## src/rtl/mmio_uart_pkg.sv

```systemverilog
// Shared constants for the memory-mapped debug UART transmitter:
// register offsets, STATUS bit positions and serialiser state encoding.
package mmio_uart_pkg;

  localparam logic [3:0] UART_TXDATA = 4'h0;
  localparam logic [3:0] UART_STATUS = 4'h4;

  localparam int STAT_BUSY    = 0;
  localparam int STAT_EMPTY   = 1;
  localparam int STAT_FULL    = 2;
  localparam int STAT_OVF     = 3;
  localparam int STAT_CNT_LSB = 8;

  localparam logic [1:0] ST_IDLE  = 2'd0;
  localparam logic [1:0] ST_START = 2'd1;
  localparam logic [1:0] ST_DATA  = 2'd2;
  localparam logic [1:0] ST_STOP  = 2'd3;

endpackage

```

## src/rtl/sync_fifo.sv

```systemverilog
// Single-clock FIFO with first-word fall-through read data.
// A push while full is dropped even if a pop happens in the same cycle.
module sync_fifo #(
  parameter int WIDTH = 8,
  parameter int DEPTH = 16
) (
  input  logic                     clk,
  input  logic                     reset,
  input  logic                     push,
  input  logic                     pop,
  input  logic [WIDTH-1:0]         wdata,
  output logic [WIDTH-1:0]         rdata,
  output logic                     full,
  output logic                     empty,
  output logic [$clog2(DEPTH):0]   count
);

  localparam int AW = $clog2(DEPTH);
  localparam int CW = AW + 1;

  logic [WIDTH-1:0] mem_q [DEPTH];
  logic [AW-1:0]    wr_ptr_q, wr_ptr_d;
  logic [AW-1:0]    rd_ptr_q, rd_ptr_d;
  logic [CW-1:0]    count_q, count_d;
  logic             push_ok, pop_ok;

  assign full    = (count_q == CW'(DEPTH));
  assign empty   = (count_q == '0);
  assign push_ok = push && !full;
  assign pop_ok  = pop && !empty;
  assign rdata   = mem_q[rd_ptr_q];
  assign count   = count_q;

  // Pointer and occupancy next-state; pointers wrap naturally (DEPTH is a power of two).
  always_comb begin
    wr_ptr_d = wr_ptr_q;
    rd_ptr_d = rd_ptr_q;
    count_d  = count_q;
    if (push_ok) wr_ptr_d = wr_ptr_q + AW'(1);
    if (pop_ok)  rd_ptr_d = rd_ptr_q + AW'(1);
    case ({push_ok, pop_ok})
      2'b10:   count_d = count_q + CW'(1);
      2'b01:   count_d = count_q - CW'(1);
      default: count_d = count_q;
    endcase
  end

  // Pointer and occupancy registers.
  always_ff @(posedge clk or posedge reset) begin
    if (reset) begin
      wr_ptr_q <= '0;
      rd_ptr_q <= '0;
      count_q  <= '0;
    end else begin
      wr_ptr_q <= wr_ptr_d;
      rd_ptr_q <= rd_ptr_d;
      count_q  <= count_d;
    end
  end

  // Storage array; contents need no reset since occupancy gates every read.
  always_ff @(posedge clk) begin
    if (push_ok) mem_q[wr_ptr_q] <= wdata;
  end

endmodule

```

## src/rtl/mmio_uart_tx.sv

```systemverilog
// Memory-mapped debug UART transmitter: CPU stores to TXDATA are queued in a
// FIFO and serialised as 8N1 frames; STATUS exposes busy/empty/full/overflow/count.
//
// state | meaning
// IDLE  | line high, waiting for a queued byte
// START | start bit (low) for CLKS_PER_BIT cycles
// DATA  | 8 data bits, LSB first
// STOP  | stop bit (high); pops the next byte on its last cycle
module mmio_uart_tx
  import mmio_uart_pkg::*;
#(
  parameter int CLKS_PER_BIT = 104,
  parameter int FIFO_DEPTH   = 16
) (
  input  logic        clk,
  input  logic        reset,
  input  logic        we,
  input  logic [3:0]  addr,
  input  logic [31:0] wdata,
  output logic [31:0] rdata,
  output logic        tx,
  output logic        busy
);

  localparam int CNTW  = $clog2(FIFO_DEPTH) + 1;
  localparam int BAUDW = $clog2(CLKS_PER_BIT);
  localparam logic [BAUDW-1:0] BAUD_LAST = BAUDW'(CLKS_PER_BIT - 1);

  logic [1:0]       state_q, state_d;
  logic [BAUDW-1:0] baud_q, baud_d;
  logic [2:0]       bit_q, bit_d;
  logic [7:0]       shift_q, shift_d;
  logic             tx_q, tx_d;
  logic             ovf_q, ovf_d;

  logic             fifo_push, fifo_pop;
  logic             fifo_full, fifo_empty;
  logic [7:0]       fifo_rdata;
  logic [CNTW-1:0]  fifo_count;
  logic             ovf_set, ovf_clr;
  logic             unused_wdata_hi;

  assign unused_wdata_hi = ^wdata[31:8];

  assign fifo_push = we && (addr == UART_TXDATA);
  assign ovf_set   = fifo_push && fifo_full;
  assign ovf_clr   = we && (addr == UART_STATUS) && wdata[STAT_OVF];

  sync_fifo #(
    .WIDTH (8),
    .DEPTH (FIFO_DEPTH)
  ) u_fifo (
    .clk   (clk),
    .reset (reset),
    .push  (fifo_push),
    .pop   (fifo_pop),
    .wdata (wdata[7:0]),
    .rdata (fifo_rdata),
    .full  (fifo_full),
    .empty (fifo_empty),
    .count (fifo_count)
  );

  assign tx   = tx_q;
  assign busy = (state_q != ST_IDLE) || !fifo_empty;

  // Sticky overflow: a rejected push in the same cycle as a clear leaves it set.
  always_comb begin
    ovf_d = ovf_q;
    if (ovf_set)      ovf_d = 1'b1;
    else if (ovf_clr) ovf_d = 1'b0;
  end

  // Serialiser next-state; baud timer is a down-counter reloaded at each bit boundary.
  always_comb begin
    state_d  = state_q;
    baud_d   = baud_q;
    bit_d    = bit_q;
    shift_d  = shift_q;
    fifo_pop = 1'b0;
    case (state_q)
      ST_IDLE: begin
        if (!fifo_empty) begin
          fifo_pop = 1'b1;
          shift_d  = fifo_rdata;
          baud_d   = BAUD_LAST;
          state_d  = ST_START;
        end
      end
      ST_START: begin
        if (baud_q == '0) begin
          baud_d  = BAUD_LAST;
          bit_d   = 3'd0;
          state_d = ST_DATA;
        end else begin
          baud_d = baud_q - BAUDW'(1);
        end
      end
      ST_DATA: begin
        if (baud_q == '0) begin
          baud_d = BAUD_LAST;
          bit_d  = bit_q + 3'd1;
          if (bit_q == 3'd7) state_d = ST_STOP;
        end else begin
          baud_d = baud_q - BAUDW'(1);
        end
      end
      ST_STOP: begin
        if (baud_q == '0) begin
          if (!fifo_empty) begin
            fifo_pop = 1'b1;
            shift_d  = fifo_rdata;
            baud_d   = BAUD_LAST;
            state_d  = ST_START;
          end else begin
            state_d = ST_IDLE;
          end
        end else begin
          baud_d = baud_q - BAUDW'(1);
        end
      end
      default: state_d = ST_IDLE;
    endcase
  end

  // Line level is decoded from the next state so tx changes on the same edge as the FSM.
  always_comb begin
    case (state_d)
      ST_START: tx_d = 1'b0;
      ST_DATA:  tx_d = shift_d[bit_d];
      default:  tx_d = 1'b1;
    endcase
  end

  // Serialiser and overflow registers; reset forces the line idle immediately.
  always_ff @(posedge clk or posedge reset) begin
    if (reset) begin
      state_q <= ST_IDLE;
      baud_q  <= '0;
      bit_q   <= '0;
      shift_q <= '0;
      tx_q    <= 1'b1;
      ovf_q   <= 1'b0;
    end else begin
      state_q <= state_d;
      baud_q  <= baud_d;
      bit_q   <= bit_d;
      shift_q <= shift_d;
      tx_q    <= tx_d;
      ovf_q   <= ovf_d;
    end
  end

  // Register read mux; count is zero-extended into an 8-bit field (a 256-deep full
  // queue reads count 0 there, with the full bit set).
  always_comb begin
    rdata = '0;
    if (addr == UART_STATUS) begin
      rdata[STAT_BUSY]            = busy;
      rdata[STAT_EMPTY]           = fifo_empty;
      rdata[STAT_FULL]            = fifo_full;
      rdata[STAT_OVF]             = ovf_q;
      rdata[STAT_CNT_LSB +: 8]    = 8'(fifo_count);
    end
  end

endmodule

```

## config.mk

```make
export PLATFORM = sky130hd
export DESIGN_NAME = mmio_uart_tx
export DESIGN_NICKNAME = d
export VERILOG_FILES = /design/src/rtl/mmio_uart_pkg.sv /design/src/rtl/sync_fifo.sv /design/src/rtl/mmio_uart_tx.sv
export SDC_FILE = /design/constraint.sdc
export NUM_CORES = 1
export LEC_CHECK = 0
export ABC_AREA = 1
export CAP_MARGIN = 10
export CORE_AREA = 2 2 134 136
export CTS_CLUSTER_DIAMETER = 60
export DETAILED_ROUTE_END_ITERATION = 7
export DIE_AREA = 0 0 136 138
export HOLD_SLACK_MARGIN = 0.05
export SYNTH_ARGS = -nofsm -noshare
export SYNTH_HDL_FRONTEND = slang
export SYNTH_SLANG_ARGS = --single-unit
```

## constraint.sdc

```tcl
create_clock -name clk -period 2.9 [get_ports clk]
set_input_delay 0.58 -clock clk [delete_from_list [all_inputs] [get_ports clk]]
set_output_delay 0.58 -clock clk [all_outputs]
set_load 0.02 [all_outputs]
```

Word-level counts from Yosys, hierarchy flattened
Memory sizes are Yosys's and may differ from the RTL's.
Index checks and enable logic that the tools add are counted.
{"block": "classes", "add_sub_neg": 6, "magnitude_cmp": 1, "eq_ne": 10, "n_mux": 30, "reduce_logical": 17}
{"op": "$mux W7", "n": 3}
{"op": "$pmux W7 S3", "n": 1}
{"op": "$mux W8", "n": 2}
{"op": "$pmux W8 S2", "n": 1}
{"op": "$mux W2", "n": 5}
{"op": "$pmux W5 S2", "n": 1}
{"op": "$add A4 B1 Y4 const B", "n": 2}
{"op": "$eq A2 B2 Y1 const B", "n": 4}
{"op": "$mux W1", "n": 8}
{"op": "$pmux W2 S4", "n": 1}
{"op": "$logic_not A7 Y1", "n": 1}
{"op": "$sub A7 B1 Y7 const B", "n": 1}
{"op": "$eq A2 B1 Y1 const B", "n": 3}
{"op": "$logic_and A1 B1 Y1", "n": 6}
{"op": "$mux W3", "n": 2}
{"op": "$pmux W3 S2", "n": 1}
{"op": "$reduce_bool A2 Y1", "n": 3}
{"op": "$add A5 B1 Y5 const B", "n": 1}
{"op": "$eq A5 B5 Y1 const B", "n": 1}
{"op": "$logic_not A5 Y1", "n": 1}
{"op": "$mux W5", "n": 1}
{"op": "$sub A5 B1 Y5 const B", "n": 1}
{"op": "$eq A4 B3 Y1 const B", "n": 1}
{"op": "$logic_not A4 Y1", "n": 1}
{"op": "other kinds (10)", "n": 12}
{"block": "totals", "register_bits": 35, "mem_bits_rw": 128, "inputBits": 39, "out_inout_bits": 34, "wordCells": 74, "n_memories": 1}
{"memory": "u_fifo.mem_q", "words": 16, "width": 8, "read_ports": 1, "rd_clocked_by_memory_dff": 0, "wr": 1, "line_no": "sync_fifo.sv:21", "source": "logic [WIDTH-1:0] mem_q [DEPTH];"}

Longest topological paths before layout
Gate-level depths: netlist (run 1).
{"block": "depth", "word_depth": 7, "ltp_mapped": 18, "ltp_nobuf": 18}

Hierarchy
From an unflattened synthesis (run 1), not the netlist that was laid out.
{"block": "unflattened", "cells_unflattened": 860, "hier_area_um2": 7965.1}
{"mod": "sync_fifo", "instances": 1, "cells_per_inst": 623, "area_each_um2": 6236.0, "seq_area_each_um2": 4169.0}
{"mod": "mmio_uart_tx", "instances": 1, "cells_per_inst": 237, "area_each_um2": 1729.2, "seq_area_each_um2": 551.8}

Least setup slack after synthesis (run 1)
OpenSTA, ideal clock, no wires.
{"block": "synth_timing", "kind": "reg-to-reg", "from": "register state_q[0]", "to": "register u_fifo.count_q[4] (netlist: u_fifo.count[4])", "setup_ps": 79, "t_arrival_ps": 2539, "required_time_ps": 2821, "setup_slack_ps": 281, "path_stages_with_launch": 18, "n_path_buf": 1, "synth_period_minus_slack_ps": 2619, "path_cell_list": "dfrtp_1 > inv_1 > ha_1 > inv_1 > nand2_1 > a21oi_4 > buf_6 > ha_1 > inv_1 > fa_1 > inv_1 > a21oi_1 > nor2_1 > nor2_1 > nand2_1 > nand2_1 > nor2_1 > xor2_1"}
{"block": "synth_via", "elab_chain_cells": 5, "word_cells_on_any_way": 8, "cone_classes": "eq/ne (3); mux (2); reduce/logical (3)"}
{"element": "start, declared", "line_no": "mmio_uart_tx.sv:29", "source": "logic [1:0] state_q, state_d;"}
{"element": "start signal, assigned", "line_no": "mmio_uart_tx.sv:145", "source": "state_q <= state_d;"}
{"element": "$eq A2 B2 Y1 or $logic_not A2 Y1 (tied branches)", "line_no": "mmio_uart_tx.sv:81", "source": "case (state_q)"}
{"element": "$pmux W1 S2 *", "line_no": "mmio_uart_tx.sv:81"}
{"element": "$logic_and A1 B1 Y1 *", "line_no": "sync_fifo.sv:30", "source": "assign pop_ok = pop && !empty;"}
{"element": "net u_fifo.pop_ok", "line_no": "sync_fifo.sv:25", "source": "logic push_ok, pop_ok;"}
{"element": "$eq A2 B1 Y1 or $eq A2 B2 Y1 (tied branches)", "line_no": "sync_fifo.sv:41", "source": "case ({push_ok, pop_ok})"}
{"element": "$pmux W5 S2 or $reduce_bool A2 Y1 (tied branches)"}
{"element": "end signal, assigned", "line_no": "sync_fifo.sv:57", "source": "count_q <= count_d;"}
{"element": "end, declared", "line_no": "sync_fifo.sv:24", "source": "logic [CW-1:0] count_q, count_d;"}
Mark *: on every way through the listed nets, which the timed path passes. The rest lies on a longest branch.
A chain may end at the register's enable or synchronous reset.

Worst setup path after layout (run 1)
{"block": "layout_timing", "from": "input port addr[1]", "to": "output port rdata[2]"}
{"block": "layout_via", "elab_chain_cells": 2}
{"element": "start, declared", "line_no": "mmio_uart_tx.sv:18", "source": "input logic [3:0] addr,"}
{"element": "$eq A4 B3 Y1", "line_no": "mmio_uart_tx.sv:158", "source": "if (addr == UART_STATUS) begin"}
{"element": "$mux W4", "line_no": "mmio_uart_tx.sv:158"}
{"element": "end, declared", "line_no": "mmio_uart_tx.sv:20", "source": "output logic [31:0] rdata,"}
No other way between the ends.

==> results of run 1 <==
[worst max-delay path by stage]
stage	start	endpoint	cells past startpoint	slack, ns
3_5_place_dp	we	u_fifo.count[4]	15	-0.03
5_1_grt	baud_q[0]	u_fifo.count[4]	17	0.03
4_1_cts	addr[1]	rdata[2]	5	0.08
3_3_place_gp	we	u_fifo.count[4]	13	0.06
6_report	addr[1]	rdata[2]	5	0.17
2_1_floorplan	state_q[0]	u_fifo.count[4]	17	0.28
[layout make-up]
class	instances	area [um^2]
Tap cell	229	287
Multi-Input combinational cell	511	2420
Fill cell	1599	8660
Sequential cell	163	4720
Clock inverter	15	156
Clock buffer	17	425
Inverter	90	338
Timing Repair Buffer	56	520
[cell usage in the layout (no fill, tap or decap), types with 2 or more instances in the layout]
cell,netlist,layout
sky130_fd_sc_hd__edfxtp_1,128,128
sky130_fd_sc_hd__o21ai_1,4,4
sky130_fd_sc_hd__nand4_1,2,2
sky130_fd_sc_hd__nand3_2,2,3
sky130_fd_sc_hd__nor3_1,2,2
sky130_fd_sc_hd__a21oi_1,8,8
sky130_fd_sc_hd__nand2_2,4,4
sky130_fd_sc_hd__ha_1,18,17
sky130_fd_sc_hd__nor2_4,2,2
sky130_fd_sc_hd__nor2_1,52,52
sky130_fd_sc_hd__inv_2,2,3
sky130_fd_sc_hd__buf_12,0,3
sky130_fd_sc_hd__clkinv_8,0,2
sky130_fd_sc_hd__clkdlybuf4s50_1,0,25
sky130_fd_sc_hd__clkinv_1,2,3
sky130_fd_sc_hd__nand2_1,258,258
sky130_fd_sc_hd__xor2_1,10,10
sky130_fd_sc_hd__inv_6,0,3
sky130_fd_sc_hd__dfrtp_1,34,33
sky130_fd_sc_hd__nor4_1,2,2
sky130_fd_sc_hd__nand3_1,81,80
sky130_fd_sc_hd__a211oi_1,2,2
sky130_fd_sc_hd__o22ai_1,3,3
sky130_fd_sc_hd__inv_8,0,7
sky130_fd_sc_hd__o21ai_0,24,24
sky130_fd_sc_hd__o211ai_1,5,5
sky130_fd_sc_hd__conb_1,1,23
sky130_fd_sc_hd__clkinvlp_4,0,2
sky130_fd_sc_hd__inv_1,86,85
sky130_fd_sc_hd__clkbuf_16,0,17
sky130_fd_sc_hd__buf_4,26,28
[metrics by stage]
step                       util  TNS (ns)  total power [uW]  area (um^2)
final                     0.506         0              5210         8870
after floorplan               -         0              2960         7790
after global placement    0.472         0              3060         8280
after detailed placement  0.472   -0.0252              3070         8280
after CTS                 0.505         0              5240         8860
after global routing      0.506         0              5410         8870
[logic make-up after synthesis]
| group | synth area share |
|---|---|
| AO/OA/AOI/OAI | 0.0388 |
| XOR/XNOR | 0.0125 |
| adder cells (fa/ha/maj) | 0.0318 |
| buffers and inverters | 0.0849 |
| flip-flops | 0.613 |
| other | 0.000487 |
| AND/OR/NAND/NOR | 0.219 |
[layer usage]
metal | global-route usage | up-vias
li1 | - | 2637
met1 | 0.239 | 2394
met2 | 0.296 | 107
met3 | 0.0374 | 18
met4 | 0.0565 | 0
met5 | 0 | -
[critical path, stage by stage]
cell and delay (ns):
sky130_fd_sc_hd__clkdlybuf4s50_1 0.42, sky130_fd_sc_hd__nor2_1 0.14, sky130_fd_sc_hd__nand3_2 0.19, sky130_fd_sc_hd__nor3_1 0.18
sky130_fd_sc_hd__clkdlybuf4s50_1 0.63
[power by group through the flow]
stage	clock network (uW)	registers, uW	logic, uW
after floorplan	0	2690	263
after global placement	0	2710	350
after detailed placement	0	2710	361
after CTS	2220	2660	360
after global routing	2320	2670	417
final	2190	2660	357
[sequential cells by signal (all words and copies together) (netlist names)]
name and cells:
u_fifo.mem_q 128, shift_q 8, baud_q 7, u_fifo.count 5, u_fifo.rd_ptr_q 4, u_fifo.wr_ptr_q 4, bit_q 3, state_q 2
ovf_q 1, tx 1
==> results.cfg, run 1 <==
[run_status]
outcome = completed

[logic_synthesis]
yosysMostFrequentCell = sky130_fd_sc_hd__nand2_1
yosys.area.top_type_share = 0.499
synthFlopType = sky130_fd_sc_hd__edfxtp_1
synth_top_cells_by_count = sky130_fd_sc_hd__nand2_1 (258), sky130_fd_sc_hd__edfxtp_1 (128), sky130_fd_sc_hd__inv_1 (86), sky130_fd_sc_hd__nand3_1 (81), sky130_fd_sc_hd__nor2_1 (52)
netlist.top_cell.by_area = sky130_fd_sc_hd__edfxtp_1
syn_area_um2 = 7710
ys_ff_latch = 163
synth-seq-area-share = 0.613
synth_warnings = 0
gate_count_post_synth = 792
largest_cells_by_area_after_synthesis = sky130_fd_sc_hd__edfxtp_1 (50%), sky130_fd_sc_hd__nand2_1 (13%), sky130_fd_sc_hd__dfrtp_1 (11%)
synthArstFlopShare = 0.215
mean_cell_area_of_the_mapped_netlist_um2 = 9.73
synth_cell_types = 38
synth_enable_flop_cells = 128

[pwr]
pwr_density_nw_per_um2 = 587
peakVddDrop_mv = 0.481
p_sw_frac = 0.258
pwr-share-seq = 0.511
net-switching-power_uw = 1340
static-leakage-power_uw = 0.00381
part_of_the_power_in_the_clock_network = 0.420
cell_internal_pwr_uw = 3870
power_frac_comb = 0.069

[clock_tree]
insertion_delay_ns = 0.43
cts_buffers = 17
clock_tree.htree_level_count = 4
cts-hold-fix-buffers = 0
clk_pin_slew_ns = 0.07
root_buffer = sky130_fd_sc_hd__clkbuf_16
postCtsSetupBuffers = 0
clock_tree.buffer_depth = 2
cts.repair.resized = 0
cts.sinks = 163
cts_tree = built

[grt]
overflow = 0
antenna_violations_before_repair = 0
grt_pass1_vias = 4810
grt_max_degree = 72
gr-usage-all-layers = 0.180
wire_length_of_the_first_global_routing_pass_mm = 25.5

[floorplanning]
std_cell_core_area_um2 = 17500
boundaryPins = 73
die_x_um = 136
die_area_um2 = 18800
die_y_um = 138
initial_core_util = 0.439
placement_rows = 49

[hold_path]
min-delay-start = shift_q[4]
min_path_type = register to register
hold_path_depth = 2
hold_path_end = shift_q[4]

[route]
post-route-drc-count = 0
routed_via_density = 4.77
met1_length_mm = 7.05
postRouteWirelength_mm = 15.9
uppermost_signal_routing_layer_after_detailed_routing = met4
detail_route.iter0.violations = 328
firstDrtPassIters = 4
avgRoutedWirePerCell_um = 14.7
wl_met3_um = 714
route.antenna.remaining_nets = 0
routed-wl-met2_mm = 7.97
num_vias = 5156

[worst_setup_path]
crit_fanout = 10
reg2reg_setup_slack_ns = 0.28
required_ns = 2.32
timing.setup.critical_path_class = input port to output port
worstSetupStartpointType = input port
worst_r2r_startpoint = baud_q[0]
worstRegToRegCells = 17
end_kind = output port
destination_of_the_worst_register_to_register_timing_path = u_fifo.count[4]
cp.arrival_ns = 2.15

[flow_run]
max_cap_viol_count = 0

[sta]
report.final.slew_viol_count = 0
post-route-period-util = 0.941
tightestPinTransition_ns = 0.669
min_period_ns = 2.73
slew_headroom = 0.553
timing.hold.ws_ns = 0.477
max_freq_mhz = 366
hold_viol_final = 0
rsz0062_at_grt = false
final.setup.worst_slack_ns = 0.170
final_setup_vio_count = 0
final.setup_skew_ns = 0.0107

[placed_design]
dp.final_hpwl_mm = 10.1
finalWeightedCongestion = 0.787
port-buffer-count = 25
preCtsSetupSlack_ns = -0.0252
number_of_placed_instances_taps_included = 1049

[layout]
final_layout_size_suffix_gt1_frac = 0.0939
area.growth.synth_to_final_pct = 15.1
antennaDiodeCount = 0
fin_nets = 897
layout.cells.non_filler = 1081
Note: power is estimated with default switching activity, not from simulation.
==> run 2, diff against run 1 <==
--- a/config.mk
+++ b/config.mk
@@ -12,6 +12,7 @@
 export DETAILED_ROUTE_END_ITERATION = 7
 export DIE_AREA = 0 0 136 138
 export HOLD_SLACK_MARGIN = 0.05
+export PLACE_DENSITY = 0.62
 export SYNTH_ARGS = -nofsm -noshare
 export SYNTH_HDL_FRONTEND = slang
 export SYNTH_SLANG_ARGS = --single-unit
==> run 2 against run 1 <==
Flip-flop and latch count is the same; non-clock buffer count did not move; clock power is 5% lower; global-route usage decreased by 0.066 points; fmax increased by 0.48%; clock skew up 0.0021 ns; sequential power is essentially flat; worst setup slack improved by 0.013 ns; final area down 0.55%; largest power group unchanged; highest routed layer unchanged.
==> results.cfg, run 2 (synthesized netlist as in run 1, its figures left out) <==
[hold_path]
min_path_type = register to register
hold_path_end = shift_q[6]
min-delay-start = shift_q[6]
hold_path_depth = 2

[placed_design]
dp.final_hpwl_mm = 10.2
port-buffer-count = 25
finalWeightedCongestion = 0.814

[layout]
layout.cells.most_common_list = sky130_fd_sc_hd__nand2_1 (258), sky130_fd_sc_hd__edfxtp_1 (128), sky130_fd_sc_hd__inv_1 (86), sky130_fd_sc_hd__nand3_1 (80), sky130_fd_sc_hd__nor2_1 (52)
antennaDiodeCount = 0
multiInputGateArea_um2 = 2420
fin_nets = 897
top_regs = u_fifo.mem_q (128), shift_q (8), baud_q (7)
final-seq-area_um2 = 4720
area.growth.synth_to_final_pct = 14.5
layout.cells.most_common = sky130_fd_sc_hd__nand2_1
fillcell_total = 1609
registers.top_by_ff_count = u_fifo.mem_q
postLayoutCoreUtil = 0.503
final_layout_size_suffix_gt1_frac = 0.0892
number_of_flip_flops_under_the_largest_register_name = 128

[sta]
final_setup_vio_count = 0
max_freq_mhz = 368
post-route-period-util = 0.937
timing.hold.ws_ns = 0.471
finalSetupTns_ns = 0
rsz0062_at_grt = false
report.final.slew_viol_count = 0
final.setup_skew_ns = 0.0128
slew_headroom = 0.481
hold_viol_final = 0
min_period_ns = 2.72
tightestPinTransition_ns = 0.779

[route]
postRouteWirelength_mm = 15.7
met1_length_mm = 7.16
routed_via_density = 4.80
avgRoutedWirePerCell_um = 14.5
wl_met3_um = 617
detail_route.iter0.violations = 378
num_vias = 5194
uppermost_signal_routing_layer_after_detailed_routing = met4
routed-wl-met2_mm = 7.70
firstDrtPassIters = 5
post-route-drc-count = 0
route.antenna.remaining_nets = 0

[grt]
grt_max_degree = 72
grt_pass1_vias = 4936
gr-usage-all-layers = 0.179
overflow = 0
antenna_violations_before_repair = 0
wire_length_of_the_first_global_routing_pass_mm = 25.7

[pwr]
pwr-share-seq = 0.523
cell_internal_pwr_uw = 3830
peakVddDrop_mv = 0.425
static-leakage-power_uw = 0.00378
part_of_the_power_in_the_clock_network = 0.407
net-switching-power_uw = 1260
p_sw_frac = 0.248
power_frac_comb = 0.070
pwr_density_nw_per_um2 = 576

[clock_tree]
clock_tree.buffer_depth = 2
cts_buffers = 17
root_buffer = sky130_fd_sc_hd__clkbuf_16
postCtsSetupBuffers = 0
clock_tree.htree_level_count = 4
clk_pin_slew_ns = 0.06
cts_tree = built
insertion_delay_ns = 0.43
cts.sinks = 163

[flow_run]
max_cap_viol_count = 0

[floorplanning]
die_y_um = 138
std_cell_core_area_um2 = 17500
die_area_um2 = 18800
initial_core_util = 0.439
boundaryPins = 73
die_x_um = 136
placement_rows = 49

[worst_setup_path]
worstRegToRegCells = 16
crit_fanout = 10
worst_r2r_startpoint = state_q[0]
timing.setup.critical_path_class = input port to output port
worstSetupStartpointType = input port
destination_of_the_worst_register_to_register_timing_path = u_fifo.count[4]
reg2reg_setup_slack_ns = 0.27
required_ns = 2.32
cp.arrival_ns = 2.14
end_kind = output port

[run_status]
outcome = completed
run 2: worst max-delay path by stage:
stage	start	end	depth (start not counted)
after detailed placement	addr[1]	u_fifo.count[4]	12
after global routing	state_q[0]	u_fifo.count[4]	16
final	addr[1]	rdata[2]	5
after CTS	addr[1]	rdata[2]	5
after global placement	addr[1]	u_fifo.count[4]	12
after floorplan	state_q[0]	u_fifo.count[4]	17
run 2: what timing repair did:
item                                    CTS  global route
hold buffers                              0             0
endpoints found under the hold margin     0             0
endpoints found under the setup margin    0             9
resized for setup                         0             1
run 2: through the flow:
step | cell area (um^2) | power, uW | setup slack [ns] | instances
3_5_place_dp | 8270 | 3060 | 0.0256 | 1049
3_3_place_gp | 8270 | 3060 | 0.0520 | 1049
6_report | 8820 | 5090 | 0.183 | 1081
2_1_floorplan | 7790 | 2960 | 0.281 | 814
4_1_cts | 8820 | 5120 | 0.0809 | 1081
5_1_grt | 8820 | 5300 | 0.00423 | 1081
run 2: worst max-delay path, cell delays in order:
cell and delay, ns:
sky130_fd_sc_hd__clkdlybuf4s50_1 0.42, sky130_fd_sc_hd__nor2_1 0.14, sky130_fd_sc_hd__nand3_2 0.18, sky130_fd_sc_hd__nor3_1 0.18, sky130_fd_sc_hd__clkdlybuf4s50_1 0.64
run 2: per-layer routing:
| layer | GRT usage | up-vias |
|---|---|---|
| met5 | 0 | - |
| met4 | 0.0652 | 0 |
| met3 | 0.0290 | 10 |
| met2 | 0.286 | 115 |
| met1 | 0.247 | 2434 |
| li1 | - | 2635 |
run 2: final cells by class:
type,count,area share
clock buffers,17,0.0482
multi-input cells,511,0.274
repair buffers,56,0.0576
well taps,229,0.0325
inverters,90,0.0383
clock inverters,15,0.0139
flip-flops and latches,163,0.535
run 2: power groups by stage:
stage / clock network, uW / registers (uW) / logic (uW)
floorplan: 0 / 2690 / 263
global placement: 0 / 2710 / 348
detailed placement: 0 / 2710 / 355
CTS: 2110 / 2660 / 358
global route: 2210 / 2670 / 414
finish: 2070 / 2660 / 354
==> run 3, diff against run 2 <==
--- a/config.mk
+++ b/config.mk
@@ -8,7 +8,7 @@
 export ABC_AREA = 1
 export CAP_MARGIN = 10
 export CORE_AREA = 2 2 134 136
-export CTS_CLUSTER_DIAMETER = 60
+export CTS_CLUSTER_DIAMETER = 30
 export DETAILED_ROUTE_END_ITERATION = 7
 export DIE_AREA = 0 0 136 138
 export HOLD_SLACK_MARGIN = 0.05
==> results of run 3 <==
No change in the layout: final DEF, timing and power equal those of run 2.
==> patch 1 (flow settings as in run 3) <==
Compare `count_q` against `CW'(DEPTH)` with >= in place of ==.
--- a/src/rtl/sync_fifo.sv
+++ b/src/rtl/sync_fifo.sv
@@ -25,5 +25,5 @@
   logic             push_ok, pop_ok;
 
-  assign full    = (count_q == CW'(DEPTH));
+  assign full    = (count_q >= CW'(DEPTH));
   assign empty   = (count_q == '0);
   assign push_ok = push && !full;
Behaviour: no difference found for any inputs over 10 cycles, from zero or initial values and one cycle with reset high; that may be too few to reach the edited logic, so the function may still have changed.
==> patch 1 against run 3 <==
  * Synthesized cell count is 0.88% lower
  * Power is 4.2% higher
  * Die area stayed put
  * Hold slack better by 0.0059 ns
  * Routed wire length is 3.1% higher
  * Cell count is 0.83% lower
  * Cell area is 0.62% higher
  * Maximum frequency is 1.2% higher
  * Synthesized area is 0.23% higher
  * Via count is 1.1% higher
  * Clock skew is 0.0011 ns lower
  * Sequential cell count stayed put
  * Worst setup slack better by 0.033 ns
  * Critical endpoint is now rdata[0]
  * Highest routed layer unchanged
==> patch 1: results (changes against run 3) <==
| Metric | Value |
|---|---|
| Outcome | finished clean |
| Pre-CTS setup slack | 0.0431 ns (+0.0175 ns) |
| Worst hold slack across all endpoints | 0.477 ns (+0.00586 ns) |
| Compound-cell area share of the yosys netlist | 3.82% (-0.057 points) |
| Unique cell type count in the Yosys netlist | 40 (+5.3%) |
| Worst setup slack after layout | 0.216 ns (+0.0335 ns) |
| FF-to-FF path depth | 17 (+1) |
| Reg2reg start | baud_q[0] |
| Tot GR Track Use | 18.0% (+0.11 points) |
| Seq/Total Area, Yosys | 61.1% (-0.14 points) |
| Final HPWL from detailed placement | 9890 um (-3.2%) |
| Internal power | 4050 uW (+5.8%) |
| Number of global-route vias before repair | 4,785 (-3.1%) |
| Slowest Stage Delay on Critical Path | 0.61 ns (-0.03 ns) |
| Proportion of layout cells with a drive suffix above 1 | 9.25% (+0.33 points) |
| Global-route wire length before repair | 25,500 um (-0.91%) |
| Worst voltage drop across the vdd grid | 0.000460 V (+8.2%) |
| Final net count | 888 (-1.0%) |
| Post-Synth XOR/XNOR Area | 1.47% (+0.22 points) |
| End point of the most critical hold path | shift_q[7] |
| Commonest cells post-synth | nand2_1 (255), edfxtp_1 (128), nand3_1 (86) |
| DR vias/cell | 4.90 (+2.0%) |
| Biggest area contributors in the synthesized netlist | edfxtp_1 (50%), nand2_1 (12%), dfrtp_1 (11%) |
| Worst path arrival time | 2.10 ns (-0.04 ns) |
| Launch point of the worst hold path | shift_q[7] |
| Post-route insts no fill | 1,072 (-0.83%) |
| Total Routed Length | 16,100 um (+3.1%) |
| DRC marker count from the first detailed-route iteration | 338 (-11%) |
-- patch 1: cell count changes after synthesis, sizes merged, moves of 2 or more --
cell and change:
nor2 -9, nand2 -6, nand3 +4, clkbuf +3, nor3 +3, o21ai -3, o22ai -3, a211oi -2
buf -2, nand4 +2, o211ai +2, o221ai +2
-- patch 1: cell type report --
cell class,count,area (um2),share of cell area [%]
clock inverters,12,145,1.64
repair buffers,55,500,5.64
flip-flops and latches,163,4720,53.2
clock buffers,20,457,5.15
well taps,229,287,3.23
multi-input cells,504,2430,27.4
inverters,89,334,3.76
-- patch 1: layer usage --
metal / global-route usage (%) / share of wire, %
met4: 5.98 / 2.1
met2: 30.0 / 50
met5: 0 / 0
met1: 23.1 / 43
met3: 4.44 / 4.3
-- patch 1: power groups by stage --
stage          logic, uW  registers, uW  clock network, uW
2_1_floorplan        268           2690                  0
3_3_place_gp         357           2710                  0
3_5_place_dp         367           2710                  0
4_1_cts              367           2660               2300
5_1_grt              421           2670               2390
6_report             364           2660               2270
==> patch 2 (flow settings as in run 3) <==
Made on the original files. The parameter `CLKS_PER_BIT` goes from 104 to 52.
--- a/src/rtl/mmio_uart_tx.sv
+++ b/src/rtl/mmio_uart_tx.sv
@@ -10,5 +10,5 @@
   import mmio_uart_pkg::*;
 #(
-  parameter int CLKS_PER_BIT = 104,
+  parameter int CLKS_PER_BIT = 52,
   parameter int FIFO_DEPTH   = 16
 ) (
Formal check against the unedited RTL: same outputs for any inputs over 10 cycles, from zero or initial values and one cycle with reset high; that may be too few to reach the edited logic, so the function may still have changed.
==> patch 2 against run 3 <==
  * Cell area up 0.16%
  * Sequential power about the same
  * Die area did not move
  * Critical path depth did not move
  * Worst setup slack worse by 0.0020 ns
  * Power rose by 2.5%
  * Sequential cell count decreased by 1
  * Synthesized area hardly changed
  * Maximum frequency about the same
  * Routed wire length rose by 6.5%
  * Critical path type unchanged
  * Highest routed layer unchanged
==> patch 2: results (changes against run 3) <==
| Metric | Value |
|---|---|
| Met1 Wirelength | 7350 um (+2.7%) |
| Instance count after placement with tap cells included | 1,004 (-4.3%) |
| Clock network fraction of design power | 41.5% (+0.8 points) |
| Most congested layer reported by global routing | met2 |
| Post-synthesis share of cell area spent on full adders, half adders and majority gates | 3.18% (about the same) |
| Worst hold slack across all endpoints | 0.480 ns (+0.00835 ns) |
| GR met3 Demand/Resource | 3.30% (+0.40 points) |
| Total Routed Length | 16,700 um (+6.5%) |
| Timing-limited maximum frequency | 368 MHz (about the same) |
| Overall power | 5210 uW (+2.5%) |
| Outcome | finished clean |
| Post-Synth XOR/XNOR Area | 1.25% (about the same) |
| Global routing usage on met1 | 24.2% (-0.53 points) |
| Fraction of registers with async set/reset | 21.0% (-0.48 points) |
| Global-route wire length before repair | 26,900 um (+4.5%) |
| Transition at the pin with the smallest max-transition slack | 0.684 ns (-0.0942 ns) |
| Pre-CTS setup slack | -0.116 ns (-0.142 ns) |
| Biggest area contributors in the synthesized netlist | edfxtp_1 (50%), dfrtp_1 (11%), nand2_1 (8.2%) |
| Compound-cell area share of the yosys netlist | 6.37% (+2.5 points) |
| Tot GR Track Use | 18.8% (+0.90 points) |
| Slowest Stage Delay on Critical Path | 0.62 ns (-0.02 ns) |
| Biggest registers after layout | u_fifo.mem_q x128, shift_q x8, baud_q x6 |
| Final net count | 854 (-4.8%) |
| FF-to-FF path depth | 12 (-4) |
| Number of setup buffers added after CTS | 2 (+2) |
| Routed met3 length | 652 um (+5.7%) |
| Leakage power | 0.00377 uW (-0.35%) |
| Endpoint of the worst setup timing path | rdata[0] |
| Largest net degree at the start of global routing | 81 (+13%) |
| Reg-to-reg slack, setup | 0.19 ns (-0.08 ns) |
| Number of global-route vias before repair | 5,308 (+7.5%) |
| Worst hold-check path type | reg2reg |
| Mapped Avg Cell Area | 10.3 um2 (+6.0%) |
| Unique cell type count in the Yosys netlist | 44 (+16%) |
| End point of the most critical hold path | shift_q[6] |
| Worst voltage drop across the vdd grid | 0.000404 V (-5.0%) |
| Commonest cells post-synth | nand2_1 (168), edfxtp_1 (128), nor2_1 (80) |
| DRC marker count from the first detailed-route iteration | 364 (-3.7%) |
| Met2 track utilization from global routing | 30.9% (+2.3 points) |
| Final estimated routing congestion in global placement | 0.781 (-4.1%) |
| DR vias | 5,179 (-0.29%) |
| Proportion of layout cells with a drive suffix above 1 | 12.1% (+3.2 points) |
| Switching pwr | 1210 uW (-4.2%) |
[patch 2: changes by cell type after synthesis, sizes merged, moves of 2 or more]
cell | run 3 | this run
nand2 | 262 | 178
nor3 | 2 | 0
a211oi | 2 | 0
nand3 | 83 | 80
o21ai | 28 | 42
inv | 88 | 76
a21oi | 10 | 14
o211ai | 5 | 12
nor2 | 55 | 86
o31ai | 0 | 4
[patch 2: area by class of cell]
cell class / count / area [um2]
Clock buffer: 26 / 543
Sequential cell: 162 / 4700
Multi-Input combinational cell: 481 / 2450
Timing Repair Buffer: 57 / 528
Clock inverter: 6 / 40.0
Fill cell: 1540 / 8700
Inverter: 77 / 289
Tap cell: 229 / 287
[patch 2: worst register-to-register path, stage by stage (launching register included)]
cell	delay [ns]
dfrtp_1	0.39
inv_1	0.11
ha_1	0.41
inv_2	0.13
nand2_4	0.13
nor2_8	0.05
ha_1	0.26
fa_1	0.42
a21oi_1	0.20
nor2_1	0.08
o31ai_1	0.20
a21oi_1	0.08
xor2_1	0.14
